`src/rtl/inst_loader_pkg.sv`:
```
// Shared types and widths for the instruction-memory program loader.
package loader_pkg;

    localparam int unsigned COUNT_W = 16;
    localparam int unsigned BYTE_W  = 8;
    localparam int unsigned WORD_W  = 32;

    typedef enum logic [2:0] {
        StIdle,
        StHdrHi,
        StHdrLo,
        StData,
        StCsum,
        StDone,
        StError
    } state_e;

    // States in which a frame is being received; the byte stream is open only here.
    function automatic logic is_loading(state_e s);
        return s inside {StHdrHi, StHdrLo, StData, StCsum};
    endfunction

    function automatic logic can_start(state_e s);
        return s inside {StIdle, StDone, StError};
    endfunction

endpackage

```
`src/rtl/inst_loader_if.sv`:
```
// Byte-stream input and instruction-memory write port of the program loader.
interface inst_loader_if #(
    parameter int unsigned ADDR_W = 10
);
    import loader_pkg::*;

    logic [BYTE_W-1:0] byte_in;
    logic              byte_valid;
    logic              byte_ready;
    logic              mem_wen;
    logic [ADDR_W-1:0] mem_addr;
    logic [WORD_W-1:0] mem_wdata;

    modport master (
        input  byte_in,
        input  byte_valid,
        output byte_ready,
        output mem_wen,
        output mem_addr,
        output mem_wdata
    );

    modport slave (
        output byte_in,
        output byte_valid,
        input  byte_ready,
        input  mem_wen,
        input  mem_addr,
        input  mem_wdata
    );

endinterface

```
`src/rtl/inst_loader_word_assembler.sv`:
```
// Packs accepted data bytes MSB-first into 32-bit words and keeps the running XOR checksum.
module word_assembler
    import loader_pkg::*;
(
    input  logic              clock,
    input  logic              reset,
    input  logic              clear,
    input  logic              shift_en,
    input  logic [BYTE_W-1:0] byte_in,
    output logic [WORD_W-1:0] word,
    output logic              word_ready,
    output logic              word_last,
    output logic [BYTE_W-1:0] csum
);

    logic [WORD_W-1:0] shift_q, shift_d;
    logic [1:0]        idx_q, idx_d;
    logic [BYTE_W-1:0] csum_q, csum_d;
    logic              ready_q;

    // High in the cycle the fourth byte of a word is being accepted.
    assign word_last = shift_en & (idx_q == 2'd3);

    always_comb begin
        shift_d = shift_q;
        idx_d   = idx_q;
        csum_d  = csum_q;
        if (clear) begin
            shift_d = '0;
            idx_d   = '0;
            csum_d  = '0;
        end else if (shift_en) begin
            shift_d = {shift_q[WORD_W-BYTE_W-1:0], byte_in};
            idx_d   = idx_q + 2'd1;
            csum_d  = csum_q ^ byte_in;
        end
    end

    always_ff @(posedge clock or negedge reset) begin
        if (!reset) begin
            shift_q <= '0;
            idx_q   <= '0;
            csum_q  <= '0;
            ready_q <= 1'b0;
        end else begin
            shift_q <= shift_d;
            idx_q   <= idx_d;
            csum_q  <= csum_d;
            ready_q <= word_last & ~clear;
        end
    end

    assign word       = shift_q;
    assign word_ready = ready_q;
    assign csum       = csum_q;

endmodule

```
`src/rtl/inst_loader.sv`:
```
// Byte-serial program loader: writes a framed, checksummed stream into instruction memory
// and holds the CPU in reset until it lands intact. Optional idle timeout: LOADER_TIMEOUT_EN.
module inst_loader
    import loader_pkg::*;
#(
    parameter int unsigned ADDR_W         = 10,
    parameter int unsigned BASE_ADDR      = 0,
    parameter int unsigned TIMEOUT_CYCLES = 1000
) (
    input  logic               clock,
    input  logic               reset,
    input  logic               start,
    inst_loader_if.master      bus,
    output logic               busy,
    output logic               done,
    output logic               error,
    output logic               cpu_hold,
    output logic [COUNT_W-1:0] words_loaded
);

    localparam logic [COUNT_W:0] MaxWords = (COUNT_W + 1)'(2 ** ADDR_W);

    state_e             state_q, state_d;
    logic [COUNT_W-1:0] count_q, count_d;
    logic [COUNT_W-1:0] words_q, words_d;
    logic [ADDR_W-1:0]  addr_q, addr_d;

    logic               byte_ready;
    logic               accept;
    logic               load;
    logic               data_en;
    logic               word_last;
    logic               word_ready;
    logic               oversize;
    logic               timeout;
    logic [WORD_W-1:0]  word;
    logic [BYTE_W-1:0]  csum;
    logic [COUNT_W-1:0] hdr_count;

    assign byte_ready = is_loading(state_q);
    assign accept     = bus.byte_valid & byte_ready;
    assign load       = start & can_start(state_q);
    assign data_en    = accept & (state_q == StData);
    assign hdr_count  = {count_q[COUNT_W-1:BYTE_W], bus.byte_in};
    assign oversize   = {1'b0, hdr_count} > MaxWords;

    word_assembler u_word_assembler (
        .clock      (clock),
        .reset      (reset),
        .clear      (load),
        .shift_en   (data_en),
        .byte_in    (bus.byte_in),
        .word       (word),
        .word_ready (word_ready),
        .word_last  (word_last),
        .csum       (csum)
    );

`ifdef LOADER_TIMEOUT_EN
    logic [31:0] timer_q, timer_d;

    always_comb begin
        timer_d = timer_q;
        if (load || accept) begin
            timer_d = '0;
        end else if (byte_ready) begin
            timer_d = timer_q + 32'd1;
        end
    end

    // Fires on the idle cycle that brings the count up to TIMEOUT_CYCLES.
    assign timeout = byte_ready && !accept && ((timer_q + 32'd1) >= TIMEOUT_CYCLES);

    always_ff @(posedge clock or negedge reset) begin
        if (!reset) begin
            timer_q <= '0;
        end else begin
            timer_q <= timer_d;
        end
    end
`else
    assign timeout = 1'b0;
`endif

    always_comb begin
        state_d = state_q;
        count_d = count_q;
        words_d = words_q;
        addr_d  = addr_q;
        unique case (state_q)
            StIdle, StDone, StError: begin
                if (start) begin
                    state_d = StHdrHi;
                    words_d = '0;
                end
            end
            StHdrHi: begin
                if (accept) begin
                    count_d[COUNT_W-1:BYTE_W] = bus.byte_in;
                    state_d                   = StHdrLo;
                end
            end
            StHdrLo: begin
                if (accept) begin
                    count_d[BYTE_W-1:0] = bus.byte_in;
                    if (oversize) begin
                        state_d = StError;
                    end else if (hdr_count == '0) begin
                        state_d = StCsum;
                    end else begin
                        state_d = StData;
                    end
                end
            end
            StData: begin
                // Address and count advance together with the registered write strobe.
                if (word_last) begin
                    addr_d  = ADDR_W'(BASE_ADDR + 32'(words_q));
                    words_d = words_q + 16'd1;
                    if (words_d == count_q) begin
                        state_d = StCsum;
                    end
                end
            end
            StCsum: begin
                if (accept) begin
                    state_d = (bus.byte_in == csum) ? StDone : StError;
                end
            end
            default: state_d = StIdle;
        endcase
        if (timeout) begin
            state_d = StError;
        end
    end

    always_ff @(posedge clock or negedge reset) begin
        if (!reset) begin
            state_q <= StIdle;
            count_q <= '0;
            words_q <= '0;
            addr_q  <= '0;
        end else begin
            state_q <= state_d;
            count_q <= count_d;
            words_q <= words_d;
            addr_q  <= addr_d;
        end
    end

    assign bus.byte_ready = byte_ready;
    assign bus.mem_wen    = word_ready;
    assign bus.mem_addr   = addr_q;
    assign bus.mem_wdata  = word;

    assign busy         = byte_ready;
    assign done         = (state_q == StDone);
    assign error        = (state_q == StError);
    assign cpu_hold     = (state_q != StDone);
    assign words_loaded = words_q;

endmodule

```
`src/flat_wrapper.sv`:
```
// flat-port wrapper written by rule: the top's interface ports become plain ports
module inst_loader_flat import loader_pkg::*;
#(
    parameter int unsigned ADDR_W         = 10,
    parameter int unsigned BASE_ADDR      = 0,
    parameter int unsigned TIMEOUT_CYCLES = 1000
)
  (clock, reset, start, busy, done, error, cpu_hold, words_loaded, bus_byte_in, bus_byte_valid, bus_byte_ready, bus_mem_wen, bus_mem_addr, bus_mem_wdata);
  inst_loader_if #(.ADDR_W(ADDR_W)) bus_i ();
  input  logic clock;
  input  logic reset;
  input  logic start;
  output logic busy;
  output logic done;
  output logic error;
  output logic cpu_hold;
  output logic [COUNT_W-1:0] words_loaded;
  input wire logic [$bits(bus_i.byte_in)-1:0] bus_byte_in;
  input wire logic [$bits(bus_i.byte_valid)-1:0] bus_byte_valid;
  output wire logic [$bits(bus_i.byte_ready)-1:0] bus_byte_ready;
  output wire logic [$bits(bus_i.mem_wen)-1:0] bus_mem_wen;
  output wire logic [$bits(bus_i.mem_addr)-1:0] bus_mem_addr;
  output wire logic [$bits(bus_i.mem_wdata)-1:0] bus_mem_wdata;
  assign bus_i.byte_in = bus_byte_in;
  assign bus_i.byte_valid = bus_byte_valid;
  assign bus_byte_ready = bus_i.byte_ready;
  assign bus_mem_wen = bus_i.mem_wen;
  assign bus_mem_addr = bus_i.mem_addr;
  assign bus_mem_wdata = bus_i.mem_wdata;
  inst_loader #(.ADDR_W(ADDR_W), .BASE_ADDR(BASE_ADDR), .TIMEOUT_CYCLES(TIMEOUT_CYCLES)) u_core (.clock(clock), .reset(reset), .start(start), .bus(bus_i), .busy(busy), .done(done), .error(error), .cpu_hold(cpu_hold), .words_loaded(words_loaded));
endmodule
```
`config.mk`:
```
export PLATFORM = sky130hd
export DESIGN_NAME = inst_loader_flat
export DESIGN_NICKNAME = d
export VERILOG_FILES = /design/src/rtl/inst_loader_pkg.sv /design/src/rtl/inst_loader_if.sv /design/src/rtl/inst_loader_word_assembler.sv /design/src/rtl/inst_loader.sv /design/src/flat_wrapper.sv
export SDC_FILE = /design/constraint.sdc
export NUM_CORES = 1
export LEC_CHECK = 0
export CAP_MARGIN = 10
export CORE_UTILIZATION = 50
export CTS_BUF_LIST = sky130_fd_sc_hd__clkbuf_8
export CTS_CLUSTER_SIZE = 30
export DETAILED_ROUTE_END_ITERATION = 8
export PLACE_DENSITY = 0.76
export SETUP_SLACK_MARGIN = 0.3
export SLEW_MARGIN = 20
export SYNTH_ARGS = -nofsm -noshare
export SYNTH_HDL_FRONTEND = slang
export SYNTH_SLANG_ARGS = --single-unit
```
`constraint.sdc`:
```
create_clock -name clock -period 4.9 [get_ports clock]
set_clock_uncertainty 0.2 [all_clocks]
set_input_delay 0.98 -clock clock [delete_from_list [all_inputs] [get_ports clock]]
set_output_delay 0.98 -clock clock [all_outputs]
set_load 0.01 [all_outputs]
```
==> flow_summary.yaml, run 1 <==
logic_synthesis:
  synth.net_count: 509
  ys_seq_area_frac: 0.4994
  ys.flop_type: "dfrtp_1"
  syn_area_sq_um: 4409
  async_flop_share: 1.000
  yosys_warnings: 0
  syn_avg_cell_area_sq_um: 8.908
  syn_inst: 495
  synth_cell_types: 50
  synth_edf_count: 0
  ys_seq_elements: 88
worst_hold_path:
  hold_class: "flop to flop"
clock_tree:
  post_cts_buffers: 0
  ctsLongestPathBuffers: 2
  cts_buffers: 9
  clk_latency_ns: 0.36
  cts.clk_slew.worst_paths_ns: 0.09
  htreeDepth: 3
  cts_resized: 0
  root_buffer: "clkbuf_8"
  cts.sinks: 88
  cts_tree: "built"
  hold_buffers: 0
timing:
  period_share: 0.6513
  fmax_ghz: 0.3133
  rsz0062_at_grt: "false"
  finalMaxSlewViolations: 0
  worst_slew_pin_slew_ns: 0.8438
  tns_ns: 0
  setup_viol: 0
  period_needed_ns: 3.191
  whs_ns: 0.2859
  relSlewSlack: 0.4344
  finalHoldViolCount: 0
critical_path:
  critPathMaxStageDelay_ns: 0.58
  critPathLaunchType: "flop"
  crit_path_top_delay_cell: "dfrtp_1"
  worstPathCellList: "inv_1 -> or2_2 -> inv_1 -> clkdlybuf4s50_1"
  cp_data_arrival_time_ns: 2.01
  crit_path_end_kind: "output pin"
  cp_common_cell: "inv_1"
  cp.required_ns: 3.72
  cp_max_fo: 11
  crit_type: "flop to output pin"
placed_design:
  gp_congestion: 0.8694
  port_buffers: 75
  postPlaceCellArea_sq_um: 5170
  detailed_place_hpwl_microns: 6992
global_routing:
  met2_usage: 0.3440
  antenna_found_initial: 0
  globalRouteTotalUtil: 0.2398
  use_met1: 0.3613
  globalRoute.busiestLayer: "met1"
  grt_pass1_vias: 3322
  grt-ovfl-total: 0
  grt_pass1_wl_microns: 16710
  grt_max_degree: 89
  met3_usage: 0.05134
final_layout:
  fin_nets: 568
  drive_gt1_frac: 0.07692
  num_antenna_cells: 0
  synthToLayoutAreaGrowth_pct: 22.99
  final_cell_area_sq_um: 5423
  fillers: 698
floorplanning:
  die_h_microns: 95.91
  dieArea_sq_um: 9198
  die_x_microns: 95.91
  io_pins: 76
  core_sq_um: 8382
  start_util: 0.5260
  rows: 33
drt:
  drt-total-wl_microns: 10440
  drt_iter0_drc: 349
  drc_errors: 0
  postRouteAntennaNets: 0
  wl_per_cell_microns: 15.73
  dr.pass1.iters: 5
  via_count: 3677
  via_per_inst: 5.538
run_status:
  outcome: "finished clean"
power:
  p_leak_nw: 2.353
  p_total_mw: 2.918
  ir_worst_vdd_v: 0.0002289
  powerDensity_nw_per_um2: 538.1
job:
  maxCapViolCount: 0
## placed cells by master (no fill, tap or decap), types with 2 or more instances in the layout
cell / instances
bufinv_16: 3
nor4_1: 5
and3_1: 4
or2_2: 3
a31oi_1: 2
o31ai_1: 4
a21oi_1: 39
buf_4: 4
xor2_1: 24
and4_1: 2
clkinv_4: 2
o211ai_1: 5
o21ai_0: 32
nor3_1: 8
nand3_1: 7
nand4_1: 6
nand2_1: 140
nor2_1: 24
or3_1: 3
ha_1: 2
inv_6: 2
nand2b_1: 3
nor2_2: 2
nor4_2: 2
o22ai_1: 3
dfrtp_1: 88
clkbuf_8: 9
inv_1: 8
nor3_2: 2
clkdlybuf4s50_1: 74
xnor2_1: 15
and2_1: 3
mux2_2: 10
## critical path: cells and delay by family (launching register included)
family | cells | cell delay, ns
buffers and inverters | 3 | 0.75
DFF | 1 | 0.58
and+or+nand+nor | 1 | 0.34
## area by class of cell
cell class	count	area, sq um	share of cell area
sequential	88	2202	0.4061
multi-input combinational	368	2028	0.3740
timing repair buffer	79	782.0	0.1442
tap	105	131.4	0.02423
clock inverter	7	125.1	0.02307
clock buffer	9	123.9	0.02284
inverter	8	30.03	0.005538
## cells by family after synthesis
kind of cell / Yosys count / synth area share
AOI/OAI and AO/OA: 97 / 0.1286
muxes: 11 / 0.02781
xor gates and xnor gates: 39 / 0.07747
DFF: 88 / 0.4994
adders and majority gates: 2 / 0.005674
and+or+nand+nor: 219 / 0.2205
buffers and inverters: 39 / 0.04058
## path summary, 6_finish.rpt
path / from / end / slack (ns) / cells past startpoint
worst max-delay path: u_core.state_q[2]$_DFFE_PN0P_ / done / 1.71 / 4
worst min-delay path: u_core.bus.mem_addr[4]$_DFFE_PN0P_ / u_core.bus.mem_addr[4]$_DFFE_PN0P_ / 0.29 / 2
worst max register to register: u_core.state_q[2]$_DFFE_PN0P_ / u_core.words_loaded[10]$_DFFE_PN0P_ / 2.23 / 7
worst min register to register: u_core.bus.mem_addr[4]$_DFFE_PN0P_ / u_core.bus.mem_addr[4]$_DFFE_PN0P_ / 0.29 / 2
max in group asynchronous: reset / u_core.count_q[1]$_DFFE_PN0P_ / 3.49 / 1
min in group asynchronous: reset / u_core.words_loaded[15]$_DFFE_PN0P_ / 0.45 / 1
## through the flow
step                  util  cells  worst slack, ns
floorplan                -    495            2.558
finish              0.6470    664            1.709
global placement    0.6168    648            1.560
CTS                 0.6465    664            1.702
detailed placement  0.6168    648            1.459
global route        0.6470    664            1.611
## power breakdown
part	leakage, nW	total (mW)	internal, mW	switching [mW]
Clock	0.124	0.618	0.344	0.273
Sequential	1.17	1.17	0.957	0.216
Combinational	1.06	1.13	0.560	0.567
Total	2.35	2.92	1.86	1.06
## Yosys cell counts (all sizes together) (3+ instances only)
master / number / area, sq um
o211ai: 5 / 37.54
o31ai: 4 / 30.03
and2: 4 / 25.03
buf: 16 / 91.34
nor3: 10 / 60.06
nor2: 26 / 102.6
and3: 4 / 25.02
xor2: 24 / 210.2
xnor2: 15 / 131.4
nand3: 8 / 45.04
clkbuf: 15 / 57.55
nand2b: 3 / 18.77
a21oi: 39 / 195.2
o22ai: 3 / 18.77
or2: 3 / 18.77
or3: 3 / 18.77
o21ai: 32 / 160.2
nand4: 6 / 37.54
dfrtp: 88 / 2202
mux2: 10 / 112.6
nand2: 140 / 525.5
nor4: 7 / 56.30
inv: 8 / 30.03
## metal layers
metal  up-vias  wire, microns
li1       1795              -
met1      1752           4927
met2       119           4829
met3        11            596
met4         0             89
met5         -              0
## state kept, by name, summed over array words and instances (netlist names)
signal	count
u_core.u_word_assembler.idx_q	2
u_core.words_loaded	16
u_core.u_word_assembler.word	32
u_core.u_word_assembler.word_ready	1
u_core.bus.mem_addr	10
u_core.count_q	16
u_core.u_word_assembler.csum	8
u_core.state_q	3
Note: power is estimated with default switching activity, not from simulation.
==> run 2, diff against run 1 <==
--- a/config.mk
+++ b/config.mk
@@ -10,7 +10,7 @@
 export CTS_BUF_LIST = sky130_fd_sc_hd__clkbuf_8
 export CTS_CLUSTER_SIZE = 30
 export DETAILED_ROUTE_END_ITERATION = 8
-export PLACE_DENSITY = 0.76
+export PLACE_DENSITY = 0.79
 export SETUP_SLACK_MARGIN = 0.3
 export SLEW_MARGIN = 20
 export SYNTH_ARGS = -nofsm -noshare
==> constraint.sdc (replaced) <==
create_clock -name clock -period 2.9 [get_ports clock]
set_clock_uncertainty 0.2 [all_clocks]
set_input_delay 0.58 -clock clock [delete_from_list [all_inputs] [get_ports clock]]
set_output_delay 0.58 -clock clock [all_outputs]
set_load 0.01 [all_outputs]
==> run 2 against run 1 <==
Effect of this change: the run now ends with hold timing left; cell area grew 2.4%; global-route usage grew 0.61 points; worst setup slack lost 1.3 ns; register-to-register slack lost 1.8 ns; core utilization grew 1.6 points; first-iteration DRC count shrank 14%; clock-buffer cell count is the same; sequential share of layout area shrank 0.90 points; total power grew 75%; critical path depth shrank 1; combinational power grew 85%; largest power group is now combinational cells; die area is the same.
==> flow_summary.yaml, run 2 (synthesis gave the netlist of run 1 again) <==
final_layout:
  instances_no_fill: 678
  num_antenna_cells: 0
  fillers: 682
  post-route-util: 0.6628
  largest_reg_flops: 32
  regArea_sq_um: 2206
  fin_nets: 583
  final_common_cell: "nand2_1"
  synthToLayoutAreaGrowth_pct: 25.99
  drive_gt1_frac: 0.1099
  final_cell_mix: "nand2_1, dfrtp_1, clkdlybuf4s50_1"
  multi_input_area_sq_um: 2041
drt:
  via_count: 3842
  drt_iter0_drc: 299
  postRouteAntennaNets: 0
  wl_per_cell_microns: 15.90
  drc_errors: 0
  via_per_inst: 5.667
  dr.pass1.iters: 5
  drt-total-wl_microns: 10780
floorplanning:
  die_x_microns: 95.91
  io_pins: 76
  start_util: 0.5260
  die_h_microns: 95.91
  dieArea_sq_um: 9198
  rows: 33
  core_sq_um: 8382
clock_tree:
  cts.sinks: 88
  ctsLongestPathBuffers: 2
  cts_buffers: 9
  clk_latency_ns: 0.37
  root_buffer: "clkbuf_8"
  htreeDepth: 3
  hold_buffers: 0
  cts.clk_slew.worst_paths_ns: 0.09
  cts_tree: "built"
power:
  sw_frac_of_total: 0.3649
  clkPwrFrac: 0.203
  internal_power_mw: 3.239
  power_switching_mw: 1.861
  p_leak_nw: 2.445
  powerDensity_nw_per_um2: 918.0
  power_frac_comb: 0.409
  ir_worst_vdd_v: 0.0004141
  seqPwrFrac: 0.388
global_routing:
  grt_pass1_wl_microns: 17340
  grt-ovfl-total: 0
  antenna_found_initial: 0
  grt_pass1_vias: 3516
  globalRouteTotalUtil: 0.2459
  grt_max_degree: 49
critical_path:
  critPathLaunchType: "flop"
  cp_max_fo: 7
  cp_data_arrival_time_ns: 1.74
  crit_path_end_kind: "output pin"
  crit_type: "flop to output pin"
  cp.required_ns: 2.12
timing:
  worst_slew_pin_slew_ns: 0.6015
  period_share: 0.8682
  finalMaxSlewViolations: 0
  finalHoldViolCount: 8
  relSlewSlack: 0.5990
  fmax_ghz: 0.3972
  tns_ns: 0
  period_needed_ns: 2.518
  setup_viol: 0
  rsz0062_at_grt: "true"
  whs_ns: -0.01134
placed_design:
  port_buffers: 75
  gp_congestion: 0.9060
  dp.cells: 656
  detailed_place_hpwl_microns: 7464
job:
  maxCapViolCount: 0
run_status:
  outcome: "complete, but fails checks"
  violations: "hold timing"
worst_hold_path:
  hold_class: "primary input to async pin"
## run 2: cell types whose count changed in the layout (fill, tap and decap cells not counted), sizes merged
cell,before,now
clkdlybuf4s50,74,71
clkinv,2,1
dlygate4sd2,0,1
dlymetal6s2s,0,2
buf,5,20
## run 2: repair_timing
item,CTS,global route
gates resized for setup,6,4
setup endpoints to repair,5,6
buffers inserted,4,3
## run 2: metal layers
layer  track usage  wire [microns]
met1        0.3513            4858
met2        0.3756            5055
met3       0.04186             632
met4       0.09204             232
met5             0               0
## run 2: worst paths after layout
kind | from | to | slack, ns | cells past startpoint
min in group clock | u_core.bus.mem_addr[8]$_DFFE_PN0P_ | u_core.bus.mem_addr[8]$_DFFE_PN0P_ | 0.28 | 2
setup reg to reg | u_core.words_loaded[1]$_DFFE_PN0P_ | u_core.state_q[0]$_DFFE_PN0P_ | 0.48 | 7
hold reg to reg | u_core.bus.mem_addr[8]$_DFFE_PN0P_ | u_core.bus.mem_addr[8]$_DFFE_PN0P_ | 0.28 | 2
setup / recovery | u_core.state_q[0]$_DFFE_PN0P_ | bus_byte_ready | 0.38 | 3
hold / removal | reset | u_core.words_loaded[11]$_DFFE_PN0P_ | -0.01 | 1
max in group asynchronous | reset | u_core.u_word_assembler.word[15]$_DFFE_PN0P_ | 1.88 | 2
## run 2: area by class of cell
cell class | instances | share of cell area
flip-flops and latches | 88 | 0.3971
clock buffers | 9 | 0.02230
well taps | 105 | 0.02365
multi-input cells | 368 | 0.3673
inverters | 8 | 0.005405
repair buffers | 94 | 0.1633
clock inverters | 6 | 0.02095
## run 2: critical path, cell delays in order (launching register included)
cell	delay, ns
dfrtp_2	0.47
nor2_4	0.15
xnor2_1	0.18
clkdlybuf4s50_1	0.58
## run 2: metrics by stage
stage	total power, mW	hold slack [ns]	setup WS (ns)	instance area [sq um]
4_1_cts	5.069	0.01371	0.2885	5520
2_1_floorplan	3.142	0.08441	0.6242	4409
3_5_place_dp	3.982	0.2623	0.2752	5243
6_report	5.100	-0.01134	0.3822	5555
3_3_place_gp	3.906	0.2584	0.2907	5243
5_1_grt	5.402	0.03443	0.2922	5555
## run 2: power groups by stage
stage | Combinational (mW) | Clock [mW] | Sequential, mW
after CTS | 2.05 | 1.04 | 1.98
final | 2.09 | 1.03 | 1.98
after detailed placement | 1.96 | 0 | 2.02
after global routing | 2.29 | 1.09 | 2.03
after global placement | 1.91 | 0 | 2.00
after floorplan | 1.16 | 0 | 1.98
==> run 3, diff against run 2 <==
--- a/config.mk
+++ b/config.mk
@@ -6,11 +6,13 @@
 export NUM_CORES = 1
 export LEC_CHECK = 0
 export CAP_MARGIN = 10
+export CORE_ASPECT_RATIO = 1.1
 export CORE_UTILIZATION = 50
 export CTS_BUF_LIST = sky130_fd_sc_hd__clkbuf_8
 export CTS_CLUSTER_SIZE = 30
 export DETAILED_ROUTE_END_ITERATION = 8
-export PLACE_DENSITY = 0.79
+export PLACE_DENSITY = 0.9
+export RECOVER_POWER = 100
 export SETUP_SLACK_MARGIN = 0.3
 export SLEW_MARGIN = 20
 export SYNTH_ARGS = -nofsm -noshare
==> run 3 against run 2 <==
Effect of this change: wire length rose by 3.7%; global-route usage rose by 1.7 points; clock power fell by 7%; core utilization fell by 1.2 points; the run ends with capacitance limit, slew limit left; sequential power barely moved; clock-buffer cell count did not move; register-to-register slack got worse by 0.03 ns; combinational power fell by 4%; hold slack improved by 0.29 ns; non-clock buffer count fell by 2; sequential cell count did not move; critical path depth did not move.
==> flow_summary.yaml, run 3 (synthesis gave the netlist of run 1 again) <==
clock_tree:
  htreeDepth: 3
  clk_latency_ns: 0.36
  cts_tree: "built"
  root_buffer: "clkbuf_8"
  cts_buffers: 9
  ctsLongestPathBuffers: 2
  cts.clk_slew.worst_paths_ns: 0.09
  cts.sinks: 88
power:
  powerDensity_nw_per_um2: 895.8
  seqPwrFrac: 0.401
  sw_frac_of_total: 0.3825
  ir_worst_vdd_v: 0.0006202
  p_leak_nw: 2.583
  internal_power_mw: 3.045
  power_frac_comb: 0.405
  power_switching_mw: 1.886
  clkPwrFrac: 0.195
critical_path:
  cp.required_ns: 2.12
  r2r_slack_ns: 0.45
  ff2ff_path_depth: 7
  path_delay_family: "buffers and inverters"
  crit_path_end_kind: "output pin"
  crit_path_top_delay_cell: "clkdlybuf4s50_1"
  critical_path.startpoint: "u_core.state_q[0]$_DFFE_PN0P_"
  cp_max_fo: 6
  cp_data_arrival_time_ns: 1.90
  path_depth: 3
  reg2reg_from: "u_core.state_q[1]$_DFFE_PN0P_"
  endpoint: "busy"
  r2r_end: "u_core.words_loaded[3]$_DFFE_PN0P_"
  path_buf_inv: 1
  crit_type: "flop to output pin"
  worstPathCellList: "nor2_1 -> xnor2_2 -> clkdlybuf4s50_1"
  critPathLaunchType: "flop"
  critPathMaxStageDelay_ns: 0.56
placed_design:
  gp_congestion: 0.9012
  detailed_place_hpwl_microns: 7840
  dp.cells: 660
  port_buffers: 75
timing:
  rsz0062_at_grt: "false"
  fmax_ghz: 0.3726
  tns_ns: 0
  relSlewSlack: -0.02292
  finalMaxSlewViolations: 27
  finalHoldViolCount: 0
  period_needed_ns: 2.684
  worst_slew_pin_slew_ns: 1.534
  period_share: 0.9255
  setup_viol: 0
drt:
  via_per_inst: 5.644
  drt-total-wl_microns: 11180
  wl_per_cell_microns: 16.37
  via_count: 3855
  drt_iter0_drc: 199
  dr.pass1.iters: 4
  postRouteAntennaNets: 0
  drc_errors: 0
floorplanning:
  io_pins: 76
  rows: 35
  die_h_microns: 100.5
  start_util: 0.5217
  die_x_microns: 91.54
  core_sq_um: 8452
  dieArea_sq_um: 9198
run_status:
  outcome: "complete, but fails checks"
  violations: "capacitance limit, slew limit"
job:
  maxCapViolCount: 1
global_routing:
  grt-ovfl-total: 0
  globalRouteTotalUtil: 0.2624
  grt_pass1_vias: 3926
  grt_max_degree: 63
  grt_pass1_wl_microns: 18880
  antenna_found_initial: 0
final_layout:
  instances_no_fill: 683
  fin_nets: 581
  final_cell_mix: "nand2_1, dfrtp_1, dlygate4sd3_1"
  largest_reg_flops: 32
  final_common_cell: "nand2_1"
  num_antenna_cells: 0
  drive_gt1_frac: 0.08741
  synthToLayoutAreaGrowth_pct: 24.83
worst_hold_path:
  min_from: "u_core.bus.mem_addr[5]$_DFFE_PN0P_"
  hold_class: "flop to flop"
## run 3: changes by cell type in the layout (fill, tap and decap cells not counted), sizes merged
cell	change
clkdlybuf4s25	+1
bufinv	-1
clkbuf	+6
clkinvlp	+2
buf	-9
dlymetal6s2s	-2
clkdlybuf4s50	-60
dlygate4sd3	+62
## run 3: power groups by stage
stage / sequential (mW) / combinational [mW] / clock, mW
final: 1.98 / 2.00 / 0.959
after global routing: 2.02 / 2.20 / 1.03
after CTS: 1.99 / 2.06 / 0.969
after detailed placement: 2.02 / 1.96 / 0
after global placement: 2.01 / 1.89 / 0
after floorplan: 1.98 / 1.16 / 0
## run 3: worst min-delay path: stages (launching register included)
cell and delay [ns]:
dfrtp_1 0.34, nand2_1 0.04, o21ai_0 0.06
## run 3: per-stage QoR
step | hold slack (ns) | worst slack, ns | util | cell area [sq um] | total power, mW
global route | 0.3026 | 0.1655 | 0.6512 | 5504 | 5.253
CTS | 0.2919 | 0.2813 | 0.6534 | 5523 | 5.022
detailed placement | 0.2700 | 0.2264 | 0.6194 | 5235 | 3.987
finish | 0.2812 | 0.2160 | 0.6512 | 5504 | 4.930
floorplan | 0.08441 | 0.6242 | - | 4409 | 3.142
global placement | 0.2572 | 0.3415 | 0.6194 | 5235 | 3.895
## run 3: repair_timing
item / in CTS / in global routing
hold buffers: 1 / 0
buffers inserted: 4 / 2
hold endpoints to repair: 26 / 0
resized for setup: 8 / 4
endpoints found under the setup margin: 5 / 6
## run 3: per-layer routing
layer	part of all wire	wire [microns]	GRT usage
met4	0.023	257	0.1123
met5	0	0	0
met1	0.39	4382	0.3158
met2	0.52	5818	0.4627
met3	0.065	723	0.04827
## run 3: how the worst min path moves through the flow
| stage | slack [ns] | cells past startpoint | to |
|---|---|---|---|
| finish | 0.28 | 2 | u_core.bus.mem_addr[5]$_DFFE_PN0P_ |
| detailed placement | 0.27 | 2 | u_core.bus.mem_addr[0]$_DFFE_PN0P_ |
| floorplan | 0.08 | 0 | u_core.bus.mem_addr[0]$_DFFE_PN0P_ |
| global route | 0.30 | 2 | u_core.bus.mem_addr[0]$_DFFE_PN0P_ |
| global placement | 0.26 | 2 | u_core.bus.mem_addr[6]$_DFFE_PN0P_ |
| CTS | 0.29 | 2 | u_core.bus.mem_addr[0]$_DFFE_PN0P_ |
## run 3: layout make-up
| cell class | count | area (sq um) |
|---|---|---|
| multi-input combinational | 368 | 2032 |
| clock inverter | 7 | 103.9 |
| sequential | 88 | 2205 |
| inverter | 8 | 30.03 |
| tap | 111 | 138.9 |
| timing repair buffer | 92 | 870.8 |
| fill | 670 | 2948 |
| clock buffer | 9 | 123.9 |
